## src/rtl/alu_seq.sv

```systemverilog
// Multi-cycle ALU: single-cycle add/sub/logic/cmp, iterative shift-add multiply
// and restoring divide, with valid/ready handshakes and registered flags.
module alu_seq #(
   parameter int WIDTH = 8
) (
   input  logic             clk,
   input  logic             rst_n,
   input  logic             in_valid,
   output logic             in_ready,
   input  logic [2:0]       op,
   input  logic [WIDTH-1:0] in_a,
   input  logic [WIDTH-1:0] in_b,
   output logic             out_valid,
   input  logic             out_ready,
   output logic [WIDTH-1:0] result,
   output logic [WIDTH-1:0] result_hi,
   output logic             flag_c,
   output logic             flag_z,
   output logic             flag_n,
   output logic             flag_v
);
   localparam int CNT_W = $clog2(WIDTH + 1);

   localparam logic [2:0] OP_ADD = 3'b000;
   localparam logic [2:0] OP_SUB = 3'b001;
   localparam logic [2:0] OP_AND = 3'b010;
   localparam logic [2:0] OP_OR  = 3'b011;
   localparam logic [2:0] OP_XOR = 3'b100;
   localparam logic [2:0] OP_MUL = 3'b101;
   localparam logic [2:0] OP_DIV = 3'b110;
   localparam logic [2:0] OP_CMP = 3'b111;

   typedef enum logic [1:0] {IDLE, BUSY, DONE} state_t;

   state_t           state_q, state_d;
   logic [2:0]       op_q, op_d;
   logic [WIDTH-1:0] a_q, a_d, b_q, b_d, hi_q, hi_d, lo_q, lo_d;
   logic [WIDTH-1:0] res_q, res_d, rhi_q, rhi_d;
   logic [CNT_W-1:0] cnt_q, cnt_d;
   logic             c_q, c_d, z_q, z_d, n_q, n_d, v_q, v_d;
   logic [WIDTH:0]   sum, diff, madd, rshift, rtrial;
   logic             ge;

   assign sum    = {1'b0, in_a} + {1'b0, in_b};
   assign diff   = {1'b0, in_a} - {1'b0, in_b};
   // a_q holds the multiplicand for mul and the divisor for div
   assign madd   = {1'b0, hi_q} + ({1'b0, a_q} & {(WIDTH + 1){b_q[0]}});
   assign rshift = {hi_q, lo_q[WIDTH-1]};
   assign rtrial = rshift - {1'b0, a_q};
   assign ge     = ~rtrial[WIDTH];

   always_comb begin
      state_d = state_q;
      op_d    = op_q;
      a_d     = a_q;
      b_d     = b_q;
      hi_d    = hi_q;
      lo_d    = lo_q;
      cnt_d   = cnt_q;
      res_d   = res_q;
      rhi_d   = rhi_q;
      c_d     = c_q;
      z_d     = z_q;
      n_d     = n_q;
      v_d     = v_q;
      case (state_q)
         IDLE: begin
            if (in_valid) begin
               op_d  = op;
               a_d   = (op == OP_DIV) ? in_b : in_a;
               b_d   = in_b;
               hi_d  = '0;
               lo_d  = (op == OP_DIV) ? in_a : '0;
               cnt_d = '0;
               rhi_d = '0;
               c_d   = 1'b0;
               v_d   = 1'b0;
               state_d = DONE;
               case (op)
                  OP_ADD: begin
                     res_d = sum[WIDTH-1:0];
                     c_d   = sum[WIDTH];
                     v_d   = (in_a[WIDTH-1] == in_b[WIDTH-1]) && (sum[WIDTH-1] != in_a[WIDTH-1]);
                  end
                  OP_SUB, OP_CMP: begin
                     res_d = (op == OP_SUB) ? diff[WIDTH-1:0] : '0;
                     c_d   = diff[WIDTH];
                     v_d   = (in_a[WIDTH-1] != in_b[WIDTH-1]) && (diff[WIDTH-1] != in_a[WIDTH-1]);
                  end
                  OP_AND:  res_d = in_a & in_b;
                  OP_OR:   res_d = in_a | in_b;
                  OP_XOR:  res_d = in_a ^ in_b;
                  OP_MUL:  state_d = BUSY;
                  default: begin
                     if (in_b == '0) begin
                        res_d = '1;
                        rhi_d = in_a;
                        v_d   = 1'b1;
                     end else begin
                        state_d = BUSY;
                     end
                  end
               endcase
               z_d = (op == OP_CMP) ? (diff[WIDTH-1:0] == '0) : (res_d == '0);
               n_d = (op == OP_CMP) ? diff[WIDTH-1] : res_d[WIDTH-1];
            end
         end
         BUSY: begin
            cnt_d = cnt_q + CNT_W'(1);
            if (op_q == OP_MUL) begin
               hi_d = madd[WIDTH:1];
               lo_d = {madd[0], lo_q[WIDTH-1:1]};
               b_d  = b_q >> 1;
            end else begin
               hi_d = ge ? rtrial[WIDTH-1:0] : rshift[WIDTH-1:0];
               lo_d = {lo_q[WIDTH-2:0], ge};
            end
            if (cnt_q == CNT_W'(WIDTH - 1)) begin
               state_d = DONE;
               res_d   = lo_d;
               rhi_d   = hi_d;
               c_d     = 1'b0;
               n_d     = lo_d[WIDTH-1];
               z_d     = (op_q == OP_MUL) ? ({hi_d, lo_d} == '0) : (lo_d == '0);
               v_d     = (op_q == OP_MUL) && (hi_d != '0);
            end
         end
         DONE: begin
            if (out_ready) state_d = IDLE;
         end
         default: state_d = IDLE;
      endcase
   end

   always_ff @(posedge clk or negedge rst_n) begin
      if (!rst_n) begin
         state_q <= IDLE;
         op_q    <= '0;
         a_q     <= '0;
         b_q     <= '0;
         hi_q    <= '0;
         lo_q    <= '0;
         cnt_q   <= '0;
         res_q   <= '0;
         rhi_q   <= '0;
         c_q     <= 1'b0;
         z_q     <= 1'b0;
         n_q     <= 1'b0;
         v_q     <= 1'b0;
      end else begin
         state_q <= state_d;
         op_q    <= op_d;
         a_q     <= a_d;
         b_q     <= b_d;
         hi_q    <= hi_d;
         lo_q    <= lo_d;
         cnt_q   <= cnt_d;
         res_q   <= res_d;
         rhi_q   <= rhi_d;
         c_q     <= c_d;
         z_q     <= z_d;
         n_q     <= n_d;
         v_q     <= v_d;
      end
   end

   assign in_ready  = rst_n && (state_q == IDLE);
   assign out_valid = (state_q == DONE);
   assign result    = res_q;
   assign result_hi = rhi_q;
   assign flag_c    = c_q;
   assign flag_z    = z_q;
   assign flag_n    = n_q;
   assign flag_v    = v_q;
endmodule

```

## config.mk

```make
export PLATFORM = sky130hd
export DESIGN_NAME = alu_seq
export DESIGN_NICKNAME = d
export VERILOG_FILES = /design/src/rtl/alu_seq.sv
export SDC_FILE = /design/constraint.sdc
export NUM_CORES = 1
export LEC_CHECK = 0
export CAP_MARGIN = 10
export CORE_UTILIZATION = 50
export DETAILED_ROUTE_END_ITERATION = 8
export PLACE_DENSITY = 0.83
export SLEW_MARGIN = 30
export SYNTH_ARGS = -nofsm -noshare
export SYNTH_HDL_FRONTEND = slang
export SYNTH_SLANG_ARGS = --single-unit
```

## constraint.sdc

```tcl
create_clock -name clk -period 5.9 [get_ports clk]
set_input_delay 1.18 -clock clk [delete_from_list [all_inputs] [get_ports clk]]
set_output_delay 1.18 -clock clk [all_outputs]
set_load 0.02 [all_outputs]
```

Word-level counts from Yosys, hierarchy flattened --
Index checks and enable logic that the tools add are counted.
Word-level totals: register bits after elaboration 61, bits of input ports 23, output and inout bits 22, word-level logic and storage cells 117
Cells by class: add/subtract/negate cells 5, eq/ne operators 19, muxes and demuxes 53, bitwise operators 5, reductions and logical operators 22
Operators with widths (count):
- two-way mux 8 bit | 21
- case mux 8 bit (2 select lines) | 5
- case mux 8 bit (6 select lines) | 1
- zero test 8 bit | 4
- zero test 16 bit | 1
- == test 3 bit, second input constant | 5
- two-way mux 1 bit | 12
- case mux 1 bit (2 select lines) | 5
- adder 8 x 8 -> 9 bit | 1
- adder 8 x 9 -> 9 bit | 1
- bitwise AND 8 x 9 -> 9 bit | 1
- AND reduction 3 bit | 3
- subtractor 8 x 8 -> 9 bit | 1
- subtractor 9 x 8 -> 9 bit | 1
- bitwise AND 8 bit | 1
- two-way mux 2 bit | 4
- bitwise OR 8 bit | 1
- case mux 4 bit (2 select lines) | 1
- nonzero test 8 bit | 1
- bitwise XOR 8 bit | 1
- OR reduction 7 bit | 1
- == test 3 x 2 -> 1 bit, second input constant | 2
- != test 2 bit, second input constant | 3
- case mux 2 bit (3 select lines) | 1
- other kinds (20) | 26

Longest topological paths before layout --
depth after elaboration 9, mapped depth 13, depth with buffers taken out 13

Worst setup path after synthesis --
OpenSTA, ideal clock, no wires.
path type input to register, start input in_a[0], end register z_q, in the netlist flag_z, library setup time 0.086 ns, arrival time 3.393 ns, data required time 5.814 ns, slack 2.421 ns, stages on the path 12, path buffers 0, cells stage by stage inv_1 -> ha_1 -> fa_1 -> o21bai_1 -> a21oi_1 -> nor3_1 -> nor3_1 -> mux2_2 -> a211oi_1 -> o31ai_1 -> or3_1 -> a32oi_1
On the way: longest elaborated chain between the ends 9, elaborated cells between the ends (all ways) 14, those cells by class 2 x add/sub; 7 x mux; 3 x bitwise; 2 x reduce/logical
RTL lines:
- from (decl) | line 11 | input logic [WIDTH-1:0] in_a,
- subtractor 8 x 8 -> 9 bit | line 45 | assign diff = {1'b0, in_a} - {1'b0, in_b};
- two-way mux 8 bit | line 86 | res_d = (op == OP_SUB) ? diff[WIDTH-1:0] : '0;
- case mux 8 bit (6 select lines) | line 79 | case (op)
- two-way mux 8 bit | line 68 | if (in_valid) begin
- two-way mux 8 bit | line 66 | case (state_q)
- zero test 8 bit | line 104 | z_d = (op == OP_CMP) ? (diff[WIDTH-1:0] == '0) : (res_d == '0);
- two-way mux 1 bit (*) | line 104
- two-way mux 1 bit (*) | line 68
- case mux 1 bit (2 select lines) (*) | line 66
- to (signal assigned) | line 161 | z_q <= z_d;
- to (decl) | line 40 | logic c_q, c_d, z_q, z_d, n_q, n_d, v_q, v_d;
Mark *: on every way between the ends. The rest lies on a longest branch, timed or not. The select of a mux whose other input is x is not followed. A chain may end at the register's enable or synchronous reset.

Worst setup path in the final report --
start input in_b[0], end register z_q, in the netlist flag_z
On the way: longest elaborated chain between the ends 9, elaborated cells between the ends (all ways) 16, those cells by class 2 x add/sub; 8 x mux; 3 x bitwise; 3 x reduce/logical
RTL lines:
- from (decl) | line 12 | input logic [WIDTH-1:0] in_b,
- subtractor 8 x 8 -> 9 bit / zero test 8 bit (equally long branches) | line 45, 95
- two-way mux 8 bit (on tied branches) | line 86, 95
- case mux 8 bit (6 select lines) | line 79
- two-way mux 8 bit | line 68
- two-way mux 8 bit | line 66
- zero test 8 bit | line 104
- two-way mux 1 bit (*) | line 104
- two-way mux 1 bit (*) | line 68
- case mux 1 bit (2 select lines) (*) | line 66
Marked as above.

==> reports/qor.yml <==
floorplan:
  start_util_pct: 52.2
  fp-row-count: 36
  fp.dieW_um: 104
  coreArea_um2: 9910
  design.die.area_um2: 10800
  io_pins: 45
  fp.dieH_um: 104
yosys:
  ys_types: 73
  synth_seq_cells: 61
  ys_warn_count: 0
  syn_area_um2: 5170
  async_flop_share_pct: 100
  synth_flop_cell: "dfrtp_1"
  synth-seq-area-share_pct: 29.5
  syn-num-nets: 703
  synth_edf_count: 0
  syn_avg_cell_area_um2: 8.14
  syn_inst: 635
grt:
  top_usage_layer: "met2"
  grt.overflow.total: 0
  grtUsageMet1_pct: 37.8
  grt_util_met3_pct: 5.48
  grt_max_degree: 62
  grt_pass1_vias: 4953
  use_met2_pct: 47.5
  antenna_found_initial: 0
  grt_usage_pct: 28.9
  grt_pass1_wl_um: 24800
detailed_routing:
  vias_per_cell: 6.25
  wl_um: 15000
  drc: 0
  vias: 5021
  final_antenna_net_count: 0
  wl_per_cell_um: 18.7
  dr.pass1.iters: 5
  drt_iter0_drc: 445
final_layout:
  multi_input_area_um2: 3360
  antenna_cells: 0
  areaGrowthSynthToFinish_pct: 14.3
  stdcell_area_um2: 5910
  layout_commonest_cell: "nand2_1"
  drive_above_1_share_pct: 6.42
  fill_cells: 910
  final_nets: 733
  register_area_um2: 1530
  layout_common_cells: "nand2_1 (83), dfrtp_1 (61), nor2_1 (55)"
sta:
  period_share_pct: 70.2
  fin_ws_ns: 1.76
  holdWs_ns: 0.486
  worst_pin_slew_ns: 1.00
  drv_slew: 0
  skew_ns: 0.0131
  tns_ns: 0
  grt_setup_unrepaired: "no"
  relSlewSlack_pct: 33.1
  period_needed_ns: 4.14
  hold_viol: 0
  finalSetupViolCount: 0
  fmax_ghz: 0.241
worst_hold_path:
  hold_path_class: "reg -> reg"
  min_to: "result_hi[1]"
  hold_start: "result_hi[1]"
  hold_path_depth: 2
worst_setup_path:
  startpoint: "in_b[0]"
  r2r_start: "lo_q[7]"
  critPathLaunchType: "input pin"
  cp-end-kind: "register"
  path_cells: "clkdlybuf4s50_1 > ha_1 > fa_1 > a211oi_2 > nor3b_1 > nor3_1 > nor2_1 > mux2_2 > a211oi_1 > o31ai_1 > or3_1 > a32oi_1"
  crit_path_max_incr_delay_ns: 0.61
  crit_arrival_ns: 4.42
  critPathKind: "in -> reg"
  r2r_cells: 13
  critPathMaxFanout: 6
  r2r_slack_ns: 2.58
  cp_slowest_cell: "clkdlybuf4s50_1"
  required_ns: 6.18
  r2r_end: "flag_z"
cts:
  cts_tree: "built"
  clk_latency_ns: 0.36
  cts.htree.levels: 3
  cts_setup_buffers: 0
  post_cts_resized: 0
  ctsRootBufferMaster: "clkbuf_8"
  cts-hold-fix-buffers: 0
  cts_buffers: 9
  clk_pin_slew_ns: 0.08
  clock_sinks: 61
  cts_buffer_depth: 2
placed_design:
  gp_congestion: 1.01
  portBuffers: 44
  dp_slack_ns: 1.42
  dpl-instance-area_um2: 5710
  dpl.hpwl_um: 11200
power_and_ir_drop:
  pwr-share-seq_pct: 27.3
  power_density_nw_per_um2: 473
  netSwitchingFraction_pct: 47.7
  clkPwrFrac_pct: 13.8
  p_leak_nw: 2.58
  peakVddDrop_v: 0.000215
  p_int_mw: 1.46
  p_comb_share_pct: 58.9
  p_switching_mw: 1.33
flow_run:
  maxCapViolCount: 0
outcome:
  status: "complete, no violations"
[per-layer routing]
metal  wire (µm)  part of all wire [%]
met5           0                     0
met4         330                   2.2
met3        1210                   8.1
met2        7130                    47
met1        6360                    42
[critical path: cells and delay by family]
family / cells / cell delay [ns]
AOI/OAI and AO/OA: 4 / 0.87
adders and majority gates: 2 / 0.78
muxes: 1 / 0.27
buffers and inverters: 1 / 0.61
and+or+nand+nor: 4 / 0.72
[sequential cells by signal, summed over array words and instances (netlist names)]
signal / cells
b_q: 8
a_q: 8
cnt_q: 4
flag_n: 1
lo_q: 8
result_hi: 8
flag_v: 1
op_q: 3
result: 8
hi_q: 8
flag_z: 1
state_q: 2
flag_c: 1
[power by group through the flow]
stage | sequential, mW | clock, mW | combinational, mW
after floorplan | 0.772 | 0 | 1.12
after global placement | 0.758 | 0 | 1.57
after detailed placement | 0.764 | 0 | 1.62
after CTS | 0.758 | 0.385 | 1.63
after global routing | 0.783 | 0.405 | 1.81
final | 0.763 | 0.386 | 1.65
[layout make-up]
cell class,instances,area share (%)
Clock buffer,9,2.10
Clock inverter,7,1.29
Inverter,44,2.79
Multi-Input combinational cell,498,56.9
Sequential cell,61,25.8
Tap cell,133,2.82
Timing Repair Buffer,51,8.26
[cell usage after synthesis, types with 3 or more instances]
cell type	n	share of area, %
fa_1	4	1.5
dfrtp_1	61	30
nor3_1	18	1.7
ha_1	41	9.9
a211oi_1	5	0.73
nand2b_1	3	0.36
o21a_1	6	0.87
nand3_1	11	1.1
buf_1	7	0.51
a221oi_1	10	1.7
clkbuf_1	19	1.4
or3_1	6	0.73
and2_1	10	1.2
o21ai_0	31	3.0
or4_1	4	0.58
mux2i_1	21	4.1
buf_2	6	0.58
a21oi_1	40	3.9
o21bai_1	4	0.58
o21ai_1	10	0.97
xor2_1	5	0.85
a21o_1	6	0.87
a22oi_1	4	0.58
and3_1	3	0.36
nor4_1	9	1.1
xnor2_1	14	2.4
nand2_1	83	6.0
o211ai_1	8	1.2
inv_1	42	3.0
o221ai_1	3	0.51
o22ai_1	8	0.97
nand4_1	3	0.36
a31oi_1	8	0.97
o311ai_1	3	0.51
o31a_1	3	0.51
o31ai_1	6	0.87
nor2b_1	9	1.1
nor2_1	55	4.0
[worst max-delay path by stage]
| stage | slack [ns] | endpoint |
|---|---|---|
| global route | 1.57 | flag_z |
| finish | 1.76 | flag_z |
| floorplan | 2.42 | flag_z |
| detailed placement | 1.42 | flag_z |
| global placement | 1.46 | flag_z |
| CTS | 1.77 | flag_z |
[cell families after synthesis]
logic type,Yosys count,share of synthesized area [%]
fa+ha+maj,45,11.5
mux,24,4.94
simple gates,225,20.3
xor+xnor,21,4.07
compound gates,183,24.0
buf+inv,76,5.66
flops,61,29.5
[metrics by stage]
stage	instances	utilization [%]	power, mW
after floorplan	635	-	1.90
after detailed placement	787	57.6	2.38
final	803	59.6	2.79
after global placement	787	57.6	2.33
after CTS	803	59.6	2.77
after global routing	803	59.6	3.00
Power figures use the tool's default switching activity.
==> variant 1, RTL diff (same settings) <==
Make the reset (`rst_n`) synchronous in one clocked block.
--- a/src/rtl/alu_seq.sv
+++ b/src/rtl/alu_seq.sv
@@ -132,7 +132,7 @@
       endcase
    end
 
-   always_ff @(posedge clk or negedge rst_n) begin
+   always_ff @(posedge clk) begin
       if (!rst_n) begin
          state_q <= IDLE;
          op_q    <= '0;
Check against the original RTL: differs if rst_n is asserted again (counterexample within 4 cycles, from zero or initial values and one cycle with rst_n low); with rst_n held inactive, the same outputs for 4 cycles.
==> variant 1 against the original RTL <==
- routed wire length is 5.3% higher
- area after synthesis up 0.75%
- setup slack got worse by 0.067 ns
- cell count rose by 6.6%
- final area increased by 0.15%
- sequential cell count did not move
- critical path type unchanged
- die area increased by 0.73%
- critical endpoint is now flag_z
- synthesized cell count is 9.6% higher
- critical path depth shrank 1
- non-clock buffer count up 4
Power is not compared: it rests on default switching activity, and its combinational part moved more than twofold at a synthesized area within 25%.
==> variant 1: results (changes against the original RTL) <==
| Metric | Value |
|---|---|
| Detailed-route via count | 5443 (+8.4%) |
| Initial DRC count | 398 (-11%) |
| Async SR Flop Fraction | 0 (-1.000) |
| Critical path arrival | 4.48 ns (+0.06 ns) |
| Worst Path Max Fanout | 13 (+7) |
| Max-slew headroom | 0.4972 (+0.1666) |
| Status | complete, no violations |
| Post-synthesis cell type count | 80 (+9.6%) |
| Reg2reg setup slack | 2.40 ns (-0.18 ns) |
| Routability cong. | 0.9833 (-2.2%) |
| Placed Area | 0.005719 mm^2 (+0.18%) |
| Post-synth top cells | nor2_1, a21oi_1, nand2_1, dfxtp_1, ha_1 |
| Cell depth of the worst flop-to-flop path | 11 (-2) |
| Clk_skew | 0.01079 ns (-0.002288 ns) |
| Hold path endpoint | flag_c |
| Hold Path Origin | flag_c |
| Detailed placement HPWL | 11.77 mm (+5.4%) |
| Global-route wire length before repair | 25.11 mm (+1.3%) |
| Post-synthesis sequential area ratio | 0.2344 (-0.06081) |
| Final nets | 787 (+7.4%) |
| Inst Count DP | 841 (+6.9%) |
| Met3 routed WL | 1.620 mm (+33%) |
| Share of cells above drive strength 1 | 0.06362 (-0.0005553) |
| Final WL | 15.84 mm (+5.3%) |
| Core region area | 0.009955 mm^2 (+0.45%) |
| Setup WS pre-CTS | 1.434 ns (+0.01441 ns) |
| Reg2reg start | a_q[0] |
| Clk_lat worst skew | 0.33 ns (-0.03 ns) |
-- variant 1: cell families after synthesis --
| group | count (synthesis) | share of synthesized area |
|---|---|---|
| AND/OR/NAND/NOR | 256 | 0.2383 |
| AO/OA/AOI/OAI | 217 | 0.2861 |
| buffers and inverters | 84 | 0.06558 |
| flip-flops | 61 | 0.2344 |
| adder cells (fa/ha/maj) | 45 | 0.1139 |
| multiplexers | 17 | 0.03339 |
| XOR/XNOR | 16 | 0.02835 |
-- variant 1: layout make-up --
type	count	area [um^2]	share of cell area
clock buffer	11	141.4	0.02389
clock inverter	4	48.80	0.008245
inverter	41	153.9	0.02600
multi-input combinational	551	3664	0.6190
sequential	61	1221	0.2063
tap	133	166.4	0.02812
timing repair buffer	55	523.0	0.08837
-- variant 1: worst max path at each step --
stage             from     end  slack, ns  cells past startpoint
2_1_floorplan  in_a[0]  flag_z       2.49                     10
3_3_place_gp   in_a[3]  flag_z       1.56                     11
3_5_place_dp   in_a[3]  flag_z       1.43                     11
4_1_cts        in_a[3]  flag_z       1.77                     11
5_1_grt        in_a[3]  flag_z       1.55                     11
6_report       in_a[3]  flag_z       1.69                     11
-- variant 1: metrics by stage --
stage	hold WS, ns	power, mW	util
finish	0.4690	1.268	0.5945
global route	0.4887	1.328	0.5945
CTS	0.4671	1.258	0.5936
detailed placement	0.4573	0.9009	0.5745
global placement	0.4462	0.8909	0.5739
floorplan	0.4398	0.7654	-
-- variant 1: worst max-delay path, stage by stage --
cell	delay (ns)
clkdlybuf4s50_1	0.61
inv_1	0.08
ha_1	0.54
and2b_1	0.28
or4_4	0.49
a41oi_2	0.24
o22ai_1	0.14
a2111oi_2	0.41
o211ai_1	0.18
o221a_1	0.29
o21ai_2	0.05
==> variant 2, RTL diff (same flow settings) <==
Made on the original files. The parameter `WIDTH` goes from 8 to 16.
--- a/src/rtl/alu_seq.sv
+++ b/src/rtl/alu_seq.sv
@@ -1,7 +1,7 @@
 // Multi-cycle ALU: single-cycle add/sub/logic/cmp, iterative shift-add multiply
 // and restoring divide, with valid/ready handshakes and registered flags.
 module alu_seq #(
-   parameter int WIDTH = 8
+   parameter int WIDTH = 16
 ) (
    input  logic             clk,
    input  logic             rst_n,
Interface: changed (resized in_a, in_b, result and result_hi); port bits go from 45 to 77. No check against the original RTL was run, so the function may have changed too.
==> variant 2 against the original RTL <==
- final area grew 89%
- first-iteration DRC count grew to 2.6 times the old value
- global-route usage grew 4.0 points
- routed wire length grew 120%
- non-clock buffer count grew 46
- area after synthesis grew 92%
- power grew 81%
- critical path depth grew 3
- highest routed layer unchanged
- setup slack lost 1.0 ns
- sequential cell count grew 49
- via count grew 100%
- clock skew shrank 0.0055 ns
- die area grew 90%
==> variant 2: results (changes against the original RTL) <==
| Metric | Value |
|---|---|
| Vias in the first global route | 9258 (+87%) |
| Largest net degree at the start of global routing | 74 (+19%) |
| Max H-tree Level | 3 (unchanged) |
| Initial DRC count | 1143 (+160%) |
| Yosys top cell by area | dfrtp_1 |
| Post-synthesis cell type count | 76 (+4.1%) |
| Highest routing layer actually used | met4 |
| WL met1 | 13.78 mm (+120%) |
| Inst Count DP | 1587 (+100%) |
| Met2 usage | 0.5284 (+0.05379) |
| Global Route met3 Usage | 0.04225 (-0.01250) |
| PortBufs | 76 (+73%) |
| Post-CTS resize count | 0 (unchanged) |
| Routability cong. | 0.9693 (-3.6%) |
| Sw Share | 0.4892 (+0.01234) |
| Met1 Use GR | 0.4458 (+0.06787) |
| Post-synthesis sequential area ratio | 0.2776 (-0.01769) |
| Global-route wire length before repair | 51.16 mm (+110%) |
| Met3 routed WL | 2.747 mm (+130%) |
| Status | complete, no violations |
| LEAKAGE | 5.004 nW (+94%) |
| Async SR Flop Fraction | 1.000 (unchanged) |
| Yosys warns | 0 (unchanged) |
| Detailed placement HPWL | 24.74 mm (+120%) |
| Root Buffer | clkbuf_16 |
| Wire length per cell | 20.30 um (+8.4%) |
| Final nets | 1461 (+99%) |
| Synth Flop Type | dfrtp_1 |
| CP max stage delay | 0.58 ns (-0.03 ns) |
| Post-synth top cells | nand2_1, o21ai_0, nor2_1, dfrtp_1, a21oi_1 |
| Compound-Gate Fraction of Synth Area | 0.2802 (+0.04014) |
| Post-synthesis adder-cell area fraction | 0.1153 (+0.0006023) |
| Max-slew violations | 0 (unchanged) |
| Final WL | 32.54 mm (+120%) |
| All-Layer GR Usage | 0.3288 (+0.03969) |
| Initial antenna violation count | 0 (unchanged) |
| Critical path arrival | 5.41 ns (+0.99 ns) |
| Met2 routed WL | 14.74 mm (+110%) |
| Highest-delay cell along the critical path | clkdlybuf4s50_1 |
| Diodes inserted | 0 (unchanged) |
| Worst Path Max Fanout | 5 (-1) |
| Share of cells above drive strength 1 | 0.04933 (-0.01485) |
| Iteration count of the initial detailed-routing pass | 6 (+1) |
| Vias per inst | 6.291 (+0.62%) |
| Xor/xnor share of the synthesized area | 0.03444 (-0.006215) |
| Multiplexer share of the synthesized area | 0.02157 (-0.02780) |
| Max Root-Sink Buffers | 2 (unchanged) |
| Avg Cell Area, Syn | 7.599 um^2 (-6.7%) |
| Worst-path clk slew | 0.07 ns |
| Worst Max-Slew Pin Slew | 0.9289 ns (-0.07209 ns) |
| Synth area leaders | dfrtp_1, ha_1, nand2_1 |
| Clk_skew | 0.007591 ns (-0.005487 ns) |
| DRC errors left | 0 (unchanged) |
| Max VDD drop | 0.0001789 V (-17%) |
| Syn Nets | 1433 (+100%) |
variant 2: cell types whose count changed after synthesis, sizes merged, moves of 33 or more:
cell	before	now
inv	44	77
clkbuf	19	70
ha	41	85
nor2	55	113
nand2	83	197
a21oi	42	98
dfrtp	61	110
o21ai	41	129
variant 2: power groups by stage:
| stage | Clock, mW | Sequential [mW] | Combinational [mW] |
|---|---|---|---|
| 6_report | 0.574 | 1.40 | 3.10 |
| 4_1_cts | 0.579 | 1.39 | 3.04 |
| 2_1_floorplan | 0 | 1.39 | 2.08 |
| 5_1_grt | 0.604 | 1.43 | 3.37 |
| 3_5_place_dp | 0 | 1.39 | 3.02 |
| 3_3_place_gp | 0 | 1.39 | 2.95 |
variant 2: through the flow:
step                      instance area (um^2)  total power, mW  worst slack (ns)
after CTS                                11160            5.005            0.8071
after global placement                   10890            4.347            0.5228
final                                    11160            5.069            0.7465
after global routing                     11160            5.408            0.4592
after detailed placement                 10890            4.408            0.4566
after floorplan                           9917            3.470             1.593
variant 2: tightest hold or removal path, delay by kind of cell (launching register included):
family	cells	cell delay (ns)
DFF	1	0.35
and+or+nand+nor	2	0.10
variant 2: worst paths after layout:
check                              start       end  slack, ns  depth (start not counted)
worst min-delay path             op_q[0]   op_q[0]       0.48                          2
max in group asynchronous          rst_n   lo_q[0]       4.04                          2
worst max-delay path             in_a[0]    flag_z       0.75                         15
worst max register to register  lo_q[15]    flag_v       1.17                         15
worst min register to register   op_q[0]   op_q[0]       0.48                          2
min in group asynchronous          rst_n  cnt_q[2]       0.80                          1
variant 2: area by class of cell:
class,count,area [um^2]
fill,1802,8298
clock buffer,11,242.7
sequential,110,2753
clock inverter,5,25.02
multi-input combinational,1037,6600
tap,265,331.6
inverter,78,292.8
timing repair buffer,97,919.6
